File: src/rtl/continuous_monitoring_sys_if.sv
// Trace packet stream from the commit monitor to the downstream FIFO/DMA.
interface continuous_monitoring_sys_if #(
    parameter int AXI_DATA_WIDTH = 1024
) ();
    logic                      tvalid;
    logic                      tready;
    logic [AXI_DATA_WIDTH-1:0] tdata;
    logic                      tlast;

    modport master (output tvalid, output tdata, output tlast, input tready);
    modport slave  (input tvalid, input tdata, input tlast, output tready);
endinterface

File: src/rtl/continuous_monitoring_sys.sv
// Commit-trace monitor: packs each new committed instruction with a timestamp and
// per-event counts into one stream word; start/end PC triggers gate tracing.
module continuous_monitoring_sys #(
    parameter int XLEN                                = 64,
    parameter int AXI_DATA_WIDTH                      = 1024,
    parameter int NUM_EVENTS                          = 115,
    parameter int EVENT_COUNTER_WIDTH                 = 7,
    parameter bit CTRL_WRITE_ENABLE_POSEDGE_TRIGGERED = 1'b1
) (
    input  logic                      clk,
    input  logic                      rst,
    input  logic [31:0]               i_instr,
    input  logic [XLEN-1:0]           i_pc,
    input  logic                      i_pc_valid,
    input  logic [NUM_EVENTS-1:0]     i_performance_events,
    input  logic                      i_en,
    input  logic [7:0]                i_ctrl_addr,
    input  logic [63:0]               i_ctrl_wdata,
    input  logic                      i_ctrl_write_enable,
    input  logic [31:0]               i_tlast_interval,
    continuous_monitoring_sys_if.master m_axis
);
    localparam int          CW       = EVENT_COUNTER_WIDTH;
    localparam int          CNT_BITS = NUM_EVENTS * CW;
    localparam int          PC_LO    = CNT_BITS;
    localparam int          CYC_LO   = PC_LO + XLEN;
    localparam int          INS_LO   = CYC_LO + 64;
    localparam logic [31:0] WFI      = 32'h10500073;

    logic                      r_we_d;
    logic                      r_start_en;
    logic                      r_end_en;
    logic [XLEN-1:0]           r_start_addr;
    logic [XLEN-1:0]           r_end_addr;
    logic                      r_tracing;
    logic                      r_first;
    logic [XLEN-1:0]           r_last_pc;
    logic [CNT_BITS-1:0]       r_cnt;
    logic [63:0]               r_cyc;
    logic [31:0]               r_item;
    logic                      r_tvalid;
    logic                      r_tlast;
    logic [AXI_DATA_WIDTH-1:0] r_tdata;

    logic                      w_wr;
    logic                      w_start_hit;
    logic                      w_end_hit;
    logic                      w_new;
    logic                      w_cap_req;
    logic                      w_accept;
    logic                      w_cap;
    logic [31:0]               w_idx;
    logic                      w_tlast_new;
    logic [CNT_BITS-1:0]       w_sum;
    logic [CNT_BITS-1:0]       w_cnt_next;
    logic [AXI_DATA_WIDTH-1:0] w_pkt;

    assign w_wr        = CTRL_WRITE_ENABLE_POSEDGE_TRIGGERED ? (i_ctrl_write_enable && !r_we_d)
                                                             : i_ctrl_write_enable;
    assign w_start_hit = r_start_en && i_pc_valid && (i_pc == r_start_addr);
    assign w_end_hit   = r_end_en && i_pc_valid && (i_pc == r_end_addr);
    assign w_new       = i_pc_valid && (r_first || (i_pc != r_last_pc));
    assign w_cap_req   = i_en && (r_tracing || w_start_hit) && w_new && (i_instr != WFI);
    assign w_accept    = r_tvalid && m_axis.tready;
    assign w_cap       = w_cap_req && (!r_tvalid || m_axis.tready);

    // A packet loaded while the current one is accepted is the next item in the burst.
    assign w_idx       = w_accept ? (r_tlast ? 32'd0 : r_item + 32'd1) : r_item;
    assign w_tlast_new = (i_tlast_interval <= 32'd1) || (w_idx == i_tlast_interval - 32'd1);

    always_comb begin
        logic [CW-1:0] v_c;
        v_c        = '0;
        w_sum      = '0;
        w_cnt_next = '0;
        for (int i = 0; i < NUM_EVENTS; i++) begin
            v_c = r_cnt[i*CW +: CW];
            w_sum[i*CW +: CW] = (i_en && i_performance_events[i] && (v_c != '1)) ? v_c + 1'b1 : v_c;
            w_cnt_next[i*CW +: CW] = w_cap ? CW'(i_performance_events[i]) : w_sum[i*CW +: CW];
        end
        w_pkt                  = '0;
        w_pkt[CNT_BITS-1:0]    = w_sum;
        w_pkt[PC_LO +: XLEN]   = i_pc;
        w_pkt[CYC_LO +: 64]    = r_cyc;
        w_pkt[INS_LO +: 32]    = i_instr;
    end

    always_ff @(posedge clk) begin
        if (rst) begin
            r_we_d       <= 1'b0;
            r_start_en   <= 1'b0;
            r_end_en     <= 1'b0;
            r_start_addr <= '0;
            r_end_addr   <= '0;
            r_tracing    <= 1'b1;
            r_first      <= 1'b1;
            r_last_pc    <= '0;
            r_cnt        <= '0;
            r_cyc        <= '0;
        end else begin
            r_we_d <= i_ctrl_write_enable;
            r_cyc  <= r_cyc + 64'd1;
            r_cnt  <= w_cnt_next;
            if (w_wr) begin
                case (i_ctrl_addr)
                    8'd0:    r_start_en   <= i_ctrl_wdata[0];
                    8'd1:    r_end_en     <= i_ctrl_wdata[0];
                    8'd2:    r_start_addr <= i_ctrl_wdata[XLEN-1:0];
                    8'd3:    r_end_addr   <= i_ctrl_wdata[XLEN-1:0];
                    default: ;
                endcase
            end
            if (i_pc_valid) begin
                r_last_pc <= i_pc;
                r_first   <= 1'b0;
            end
            // Later assignments win: the end trigger still emits its own packet first.
            if (w_wr && (i_ctrl_addr == 8'd0) && i_ctrl_wdata[0])
                r_tracing <= 1'b0;
            if (w_start_hit)
                r_tracing <= 1'b1;
            if (w_end_hit)
                r_tracing <= 1'b0;
        end
    end

    always_ff @(posedge clk) begin
        if (rst) begin
            r_tvalid <= 1'b0;
            r_tlast  <= 1'b0;
            r_tdata  <= '0;
            r_item   <= '0;
        end else begin
            if (w_accept)
                r_item <= r_tlast ? 32'd0 : r_item + 32'd1;
            if (w_cap) begin
                r_tvalid <= 1'b1;
                r_tdata  <= w_pkt;
                r_tlast  <= w_tlast_new;
            end else if (w_accept) begin
                r_tvalid <= 1'b0;
            end
        end
    end

    assign m_axis.tvalid = r_tvalid;
    assign m_axis.tdata  = r_tdata;
    assign m_axis.tlast  = r_tlast;
endmodule

File: src/flat_wrapper.sv
// flat-port wrapper written by rule: the top's interface ports become plain ports
module continuous_monitoring_sys_flat 
#(
    parameter int XLEN                                = 64,
    parameter int AXI_DATA_WIDTH                      = 1024,
    parameter int NUM_EVENTS                          = 115,
    parameter int EVENT_COUNTER_WIDTH                 = 7,
    parameter bit CTRL_WRITE_ENABLE_POSEDGE_TRIGGERED = 1'b1
)
  (clk, rst, i_instr, i_pc, i_pc_valid, i_performance_events, i_en, i_ctrl_addr, i_ctrl_wdata, i_ctrl_write_enable, i_tlast_interval, m_axis_tvalid, m_axis_tdata, m_axis_tlast, m_axis_tready);
  continuous_monitoring_sys_if #(.AXI_DATA_WIDTH(AXI_DATA_WIDTH)) m_axis_i ();
  input  logic clk;
  input  logic rst;
  input  logic [31:0] i_instr;
  input  logic [XLEN-1:0] i_pc;
  input  logic i_pc_valid;
  input  logic [NUM_EVENTS-1:0] i_performance_events;
  input  logic i_en;
  input  logic [7:0] i_ctrl_addr;
  input  logic [63:0] i_ctrl_wdata;
  input  logic i_ctrl_write_enable;
  input  logic [31:0] i_tlast_interval;
  output wire logic [$bits(m_axis_i.tvalid)-1:0] m_axis_tvalid;
  output wire logic [$bits(m_axis_i.tdata)-1:0] m_axis_tdata;
  output wire logic [$bits(m_axis_i.tlast)-1:0] m_axis_tlast;
  input wire logic [$bits(m_axis_i.tready)-1:0] m_axis_tready;
  assign m_axis_tvalid = m_axis_i.tvalid;
  assign m_axis_tdata = m_axis_i.tdata;
  assign m_axis_tlast = m_axis_i.tlast;
  assign m_axis_i.tready = m_axis_tready;
  continuous_monitoring_sys #(.XLEN(XLEN), .AXI_DATA_WIDTH(AXI_DATA_WIDTH), .NUM_EVENTS(NUM_EVENTS), .EVENT_COUNTER_WIDTH(EVENT_COUNTER_WIDTH), .CTRL_WRITE_ENABLE_POSEDGE_TRIGGERED(CTRL_WRITE_ENABLE_POSEDGE_TRIGGERED)) u_core (.clk(clk), .rst(rst), .i_instr(i_instr), .i_pc(i_pc), .i_pc_valid(i_pc_valid), .i_performance_events(i_performance_events), .i_en(i_en), .i_ctrl_addr(i_ctrl_addr), .i_ctrl_wdata(i_ctrl_wdata), .i_ctrl_write_enable(i_ctrl_write_enable), .i_tlast_interval(i_tlast_interval), .m_axis(m_axis_i));
endmodule
File: config.mk
export PLATFORM = sky130hd
export DESIGN_NAME = continuous_monitoring_sys_flat
export DESIGN_NICKNAME = d
export VERILOG_FILES = /design/src/rtl/continuous_monitoring_sys_if.sv /design/src/rtl/continuous_monitoring_sys.sv /design/src/flat_wrapper.sv
export SDC_FILE = /design/constraint.sdc
export NUM_CORES = 2
export LEC_CHECK = 0
export CELL_PAD_IN_SITES_DETAIL_PLACEMENT = 0
export CELL_PAD_IN_SITES_GLOBAL_PLACEMENT = 2
export CORE_AREA = 5 5 527 529
export CTS_BUF_LIST = sky130_fd_sc_hd__clkbuf_8
export DETAILED_ROUTE_END_ITERATION = 16
export DIE_AREA = 0 0 532 534
export PLACE_DENSITY_LB_ADDON = 0.12
export REMOVE_ABC_BUFFERS = 1
export SETUP_SLACK_MARGIN = 0.02
export SLEW_MARGIN = 20
export SYNTH_ARGS = -nofsm -noshare
export SYNTH_HDL_FRONTEND = slang
export SYNTH_SLANG_ARGS = --single-unit
File: constraint.sdc
create_clock -name clk -period 3.7 [get_ports clk]
set_clock_uncertainty 0.05 [all_clocks]
set_input_delay 0.555 -clock clk [delete_from_list [all_inputs] [get_ports clk]]
set_output_delay 0.555 -clock clk [all_outputs]
set_load 0.05 [all_outputs]
## Word level (Yosys, flattened, before mapping)

Index checks and enable logic that the tools add are counted.

- $add $sub $neg: 118
- Magnitude comparators: 1
- Equality and inequality tests: 123
- Mux-type cells: 237
- Reductions and logical operators: 257

Operators by type and width:

| kind | number |
|---|---|
| 7-bit by 1-bit adder with 7-bit output (second input constant) | 115 |
| 7-bit 2-to-1 mux | 115 |
| 7-bit inequality test (second input constant) | 115 |
| 1-bit logical AND | 243 |
| 64-bit == test | 2 |
| 1-bit 2-to-1 mux | 120 |
| 64-bit by 1-bit adder with 64-bit output (second input constant) | 1 |
| 32-bit 2-to-1 mux | 2 |
| 64-bit inequality test | 1 |
| 32-bit by 1-bit adder with 32-bit output (second input constant) | 1 |
| 32-bit == test | 1 |
| 32-bit by 1-bit <= comparator with 1-bit output (second input constant) | 1 |
| 32-bit by 29-bit inequality test with 1-bit output (second input constant) | 1 |
| 32-bit by 1-bit subtractor with 32-bit output (second input constant) | 1 |
| 8-bit by 2-bit == test with 1-bit output (second input constant) | 2 |
| 8-bit by 1-bit == test with 1-bit output (second input constant) | 1 |
| 8-bit logical NOT | 1 |
| 2-bit AND reduction | 4 |
| 1-bit logical OR | 4 |
| 3-bit nonzero test | 1 |
| 1-bit logical NOT | 2 |
| 2-bit nonzero test | 1 |
| 2-bit OR reduction | 1 |

- Register bits after elaboration: 2065
- Word-level logic and storage cells: 751

## Depth between registers and ports, before layout

- Depth after elaboration: 8
- Depth in mapped cells: 13
- Depth with buffers taken out: 11

## Least setup slack after synthesis

Ideal clock, no wire load.

- Path kind: input -> register
- From: in i_pc_valid
- To: reg u_core.r_tdata[544], in the netlist u_core.m_axis.tdata[544]
- Arrival time: 3.096 ns
- Data required time: 3.502 ns
- Slack: 0.407 ns
- Cell stages on the path: 12
- Cells stage by stage: clkbuf_1 nand2_1 a21o_1 or4_1 or4_1 nor4_4 o2111a_1 buf_2 buf_2 buf_2 buf_4 a211oi_1

- Longest elaborated chain between the ends: 7

RTL lines:

| item | RTL line | source |
|---|---|---|
| start: declaration | flat_wrapper.sv:16 | `input logic i_pc_valid;` |
| 1-bit logical AND (2 in a row) | continuous_monitoring_sys.sv:60 | `assign w_start_hit = r_start_en && i_pc_valid && (i_pc == r_start_addr);` |
| 1-bit logical OR | continuous_monitoring_sys.sv:63 | `assign w_cap_req = i_en && (r_tracing \|\| w_start_hit) && w_new && (i_instr != WFI);` |
| 1-bit logical AND | continuous_monitoring_sys.sv:63 |  |
| 1-bit logical AND * (2 in a row) | continuous_monitoring_sys.sv:63 |  |
| 1-bit logical AND * | continuous_monitoring_sys.sv:65 | `assign w_cap = w_cap_req && (!r_tvalid \|\| m_axis.tready);` |
| end signal: assignment | continuous_monitoring_sys.sv:138 | `r_tdata <= w_pkt;` |
| end: declaration | continuous_monitoring_sys.sv:43 | `logic [AXI_DATA_WIDTH-1:0] r_tdata;` |

Every way passes the cells marked *; elsewhere a longest branch is shown, timed or not.
A chain may end at the register's enable or synchronous reset.

## Worst setup path in the final report

- From: reg u_core.r_start_en
- To: reg u_core.r_tdata[637], in the netlist u_core.m_axis.tdata[637]

- Longest elaborated chain between the ends: 7

RTL lines:

| item | RTL line | source |
|---|---|---|
| start: declaration | continuous_monitoring_sys.sv:31 | `logic r_start_en;` |
| start signal: assignment | continuous_monitoring_sys.sv:106 | `8'd0: r_start_en <= i_ctrl_wdata[0];` |
| 1-bit logical AND (2 in a row) | continuous_monitoring_sys.sv:60 |  |
| 1-bit logical OR | continuous_monitoring_sys.sv:63 |  |
| 1-bit logical AND (3 in a row) | continuous_monitoring_sys.sv:63 |  |
| 1-bit logical AND | continuous_monitoring_sys.sv:65 |  |

Every way passes these cells.

==> metrics.md <==
| Metric | Value |
|---|---|
| Vias in the first global route | around 70000 |
| Synth-to-Final Area Change | 34.3% |
| Clock root buffer | clkbuf_8 |
| Port Buffers | 1287 |
| Avg Cell Area, Syn | between 8 and 9 um2 |
| Placed inst area | around 100000 um2 |
| Die width | approximately 530 um |
| Psw | between 15 and 20 mW |
| WHS | approximately 0.15 ns |
| DR iter-0 viols | approximately 3700 |
| IO Pins | around 1300 |
| Site row count | between 150 and 200 |
| Via count | around 70000 |
| Reg2reg path depth | 12 |
| Global-route wire length before repair | around 470 mm |
| Worst-skew pair later-pin latency | 1.04 ns |
| CP arrival | 4.27 ns |
| Synth area leader | dfxtp_1 |
| Setup TNS | 0 ns |
| Final Hold Viols | 0 |
| Pleak | a little under 40 nW |
| Routability congestion estimate | about 0.84 |
| RSZ-0062 raised after global routing | no |
| Layout cell share with drive strength beyond 1 | 0.102 |
| Post-synth top area share | 0.504 |
| Hold Path End | u_core.m_axis.tdata[947] |
| Number of remaining DRC errors | 0 |
| Number of buffers added for setup after CTS | 0 |
| Clock share of power | 0.417 |
| Final cell count without fillers | between 10000 and 15000 |
| Synth warn | 0 |
| Total global-route track usage | 0.218 |
| Setup CP Type | flop to flop |
| Final Max Slew Viols | 0 |
| Critical R2R Capture | u_core.m_axis.tdata[637] |
| Placed cells | ~14000 |
| Synth top area cells | dfxtp_1 (50%), nor2_1 (8.7%), a211oi_1 (7.7%) |
| Crit path capture type | flop |
| F_max | approximately 290 MHz |
| Yosys reg bits | slightly above 2000 |
| Finished Cell Area | ~110000 um2 |
| Pre-antenna DRT Iters | 7 |
| EDFF count, synth | 0 |
| Synth Flop Type | dfxtp_1 |
| Die area | 284000 um2 |
| Synthesized cell area | 82000 um2 |
| Comb pwr share | 0.145 |
| Yosys cell types | 69 |
| Crit start category | flop |
| Total Nets Final | roughly 11000 |
| Critical Path RT | between 4 and 5 ns |
| Status | complete, no violations |
| Hold depth | 3 |
| Async SR Flop Fraction | 0 |
| Core area | 272000 um2 |
| Reg2reg setup slack | approximately 0.28 ns |
| Seq pwr share | 0.438 |
| Class of the worst hold path | input port to flop |
| Largest net degree at the start of global routing | between 100 and 150 |
| Sw Ratio | 0.295 |
| Final worst-path cycle share | 0.925 |
| Final Util | 0.404 |
| Clock slew at reported path FFs | approximately 0.060 ns |
| Clk sink count | between 2000 and 2500 |
| Peak VDD IR | 0.262 mV |
| Commonest cells in the netlist | dfxtp_1 (2065), nor2_1 (1908), nand2_1 (987) |
| Total power | 54.4 mW |
| Worst reg2reg startpoint | u_core.r_start_en |
| Fill cells | 27400 |
| Antenna violations before repair | around 130 |
| Clock buffer depth | 4 |
| Inserted Clock Buffers | 380 |
| Max-slew headroom | 0.313 |
| Register area share after synthesis | 0.504 |
| DRT antenna net count | 0 |
| Worst hold start | i_instr[14] |
| Max-cap check violation count | 0 |
| WL final | between 300 and 400 mm |
| Final setup viols | 0 |
| Die span in y | approximately 530 um |
| TritonCTS clock tree | yes |
| Final min period | roughly 3.4 ns |
| Synthesized netlist cell count | around 9100 |
| Final worst setup slack | 0.278 ns |
| P_int | roughly 38 mW |
| Worst-margin pin slew | approximately 1 ns |
| Via density | approximately 4.8 |
| Post-Place Worst Slack | -1.04 ns |
| Total grt overflow | 0 |
| Crit-path max FO | 25 |
| Mean routed wirelength per cell | between 20 and 25 um |
| Number of H-tree levels | 5 |
| Initial Util | 0.301 |
| DP HPWL | around 250 mm |
| Power Density | between 400 and 500 nW/um2 |
| Count leader, synth | dfxtp_1 |
-- per-layer routing --
layer	track usage	up-vias	share of wire
met2	0.367	1809	0.47
met4	0.0781	46	0.035
met1	0.264	33000	0.42
li1	-	34800	-
met3	0.0632	608	0.068
met5	0	-	0.00085
-- cells by family (layout without fill, tap and decap cells) --
logic type               after synthesis  in the layout  share of synthesized area
flip-flops                          2065           2065                      0.504
AO/OA/AOI/OAI                       1590           1590                      0.135
adder cells (fa/ha/maj)              119            119                     0.0182
other                                  1            105                  0.0000457
XOR/XNOR                             817            817                     0.0873
multiplexers                         188            188                     0.0230
AND/OR/NAND/NOR                     3655           3655                      0.191
buffers and inverters                698           2542                     0.0409
-- power groups by stage --
stage	Sequential, mW	Combinational (mW)	Clock (mW)
2_1_floorplan	26.2	3.86	0
3_3_place_gp	24.3	7.83	0
3_5_place_dp	24.3	7.88	0
4_1_cts	23.9	8.00	23.5
5_1_grt	23.9	8.41	24.6
6_report	23.8	7.90	22.7
-- critical path, stage by stage (launching register included) --
cell and delay (ns):
dfxtp_1 0.35, nand2_1 0.07, a21o_1 0.18, or4_1 0.55
or4_1 0.60, nor4_4 0.16, buf_4 0.21, o2111a_4 0.25
buf_12 0.16, buf_12 0.21, buf_4 0.20, nor2_1 0.05
a211oi_1 0.22
-- how the worst max path moves through the flow --
stage	from	endpoint	slack, ns
finish	u_core.r_start_en	u_core.m_axis.tdata[637]	0.28
floorplan	i_pc[53]	u_core.r_cnt[100]	-45.68
detailed placement	i_pc[0]	u_core.m_axis.tdata[375]	-1.04
CTS	u_core.r_start_addr[51]	u_core.m_axis.tdata[219]	0.14
global route	u_core.r_start_addr[61]	u_core.m_axis.tdata[219]	0.04
global placement	i_pc[0]	u_core.m_axis.tdata[950]	-1.01
-- timing repair --
item	4_1_cts	5_1_grt
endpoints found under the setup margin	1263	12
gates cloned	0	0
endpoints found under the hold margin	130	0
pin swaps	0	0
hold buffers	70	0
gates resized for setup	1	1
-- registers in the layout, summed over array words and instances, names as in the netlist --
name / count
u_core.m_axis.tdata: 965
u_core.m_axis.tvalid: 1
u_core.m_axis.tlast: 1
u_core.r_end_en: 1
u_core.r_item: 32
u_core.r_cyc: 64
u_core.r_last_pc: 64
u_core.r_cnt: 805
u_core.r_start_addr: 64
u_core.r_tracing: 1
u_core.r_start_en: 1
u_core.r_we_d: 1
u_core.r_first: 1
u_core.r_end_addr: 64
-- area by class of cell --
class                   count  area (um2)  area share
well taps                3589        4490      0.0408
multi-input cells        6428       37600       0.341
flip-flops and latches   2065       41300       0.375
diodes                     46         115     0.00105
clock buffers             498        6850      0.0622
clock inverters           178        1080     0.00980
repair buffers           1811       18500       0.168
inverters                  55         206     0.00187
-- layout by cell type (no fill, tap or decap), drive strengths merged, types with 8 or more instances in the layout --
cell type      Yosys  final
a211oi           922    922
a21oi            435    435
a31oi            118    118
and3              22     22
and4             120    120
buf              349    457
clkbuf           294    498
clkdlybuf4s50      0   1284
clkinv             0     35
clkinvlp           0      8
conb               1     59
dfxtp           2065   2065
diode              0     46
dlygate4sd3        0     70
ha               119    119
inv               55    184
mux2i            185    185
nand2            987    987
nand2b            15     15
nand3            267    267
nand4            169    169
nor2            1908   1908
nor2b             11     11
nor3              25     25
nor4              53     53
nor4b             10     10
o21ai             31     31
o22ai             15     15
o2bb2ai           13     13
or3               29     29
or4               13     13
xnor2            347    347
xor2             470    470
Power figures use the tool's default switching activity.
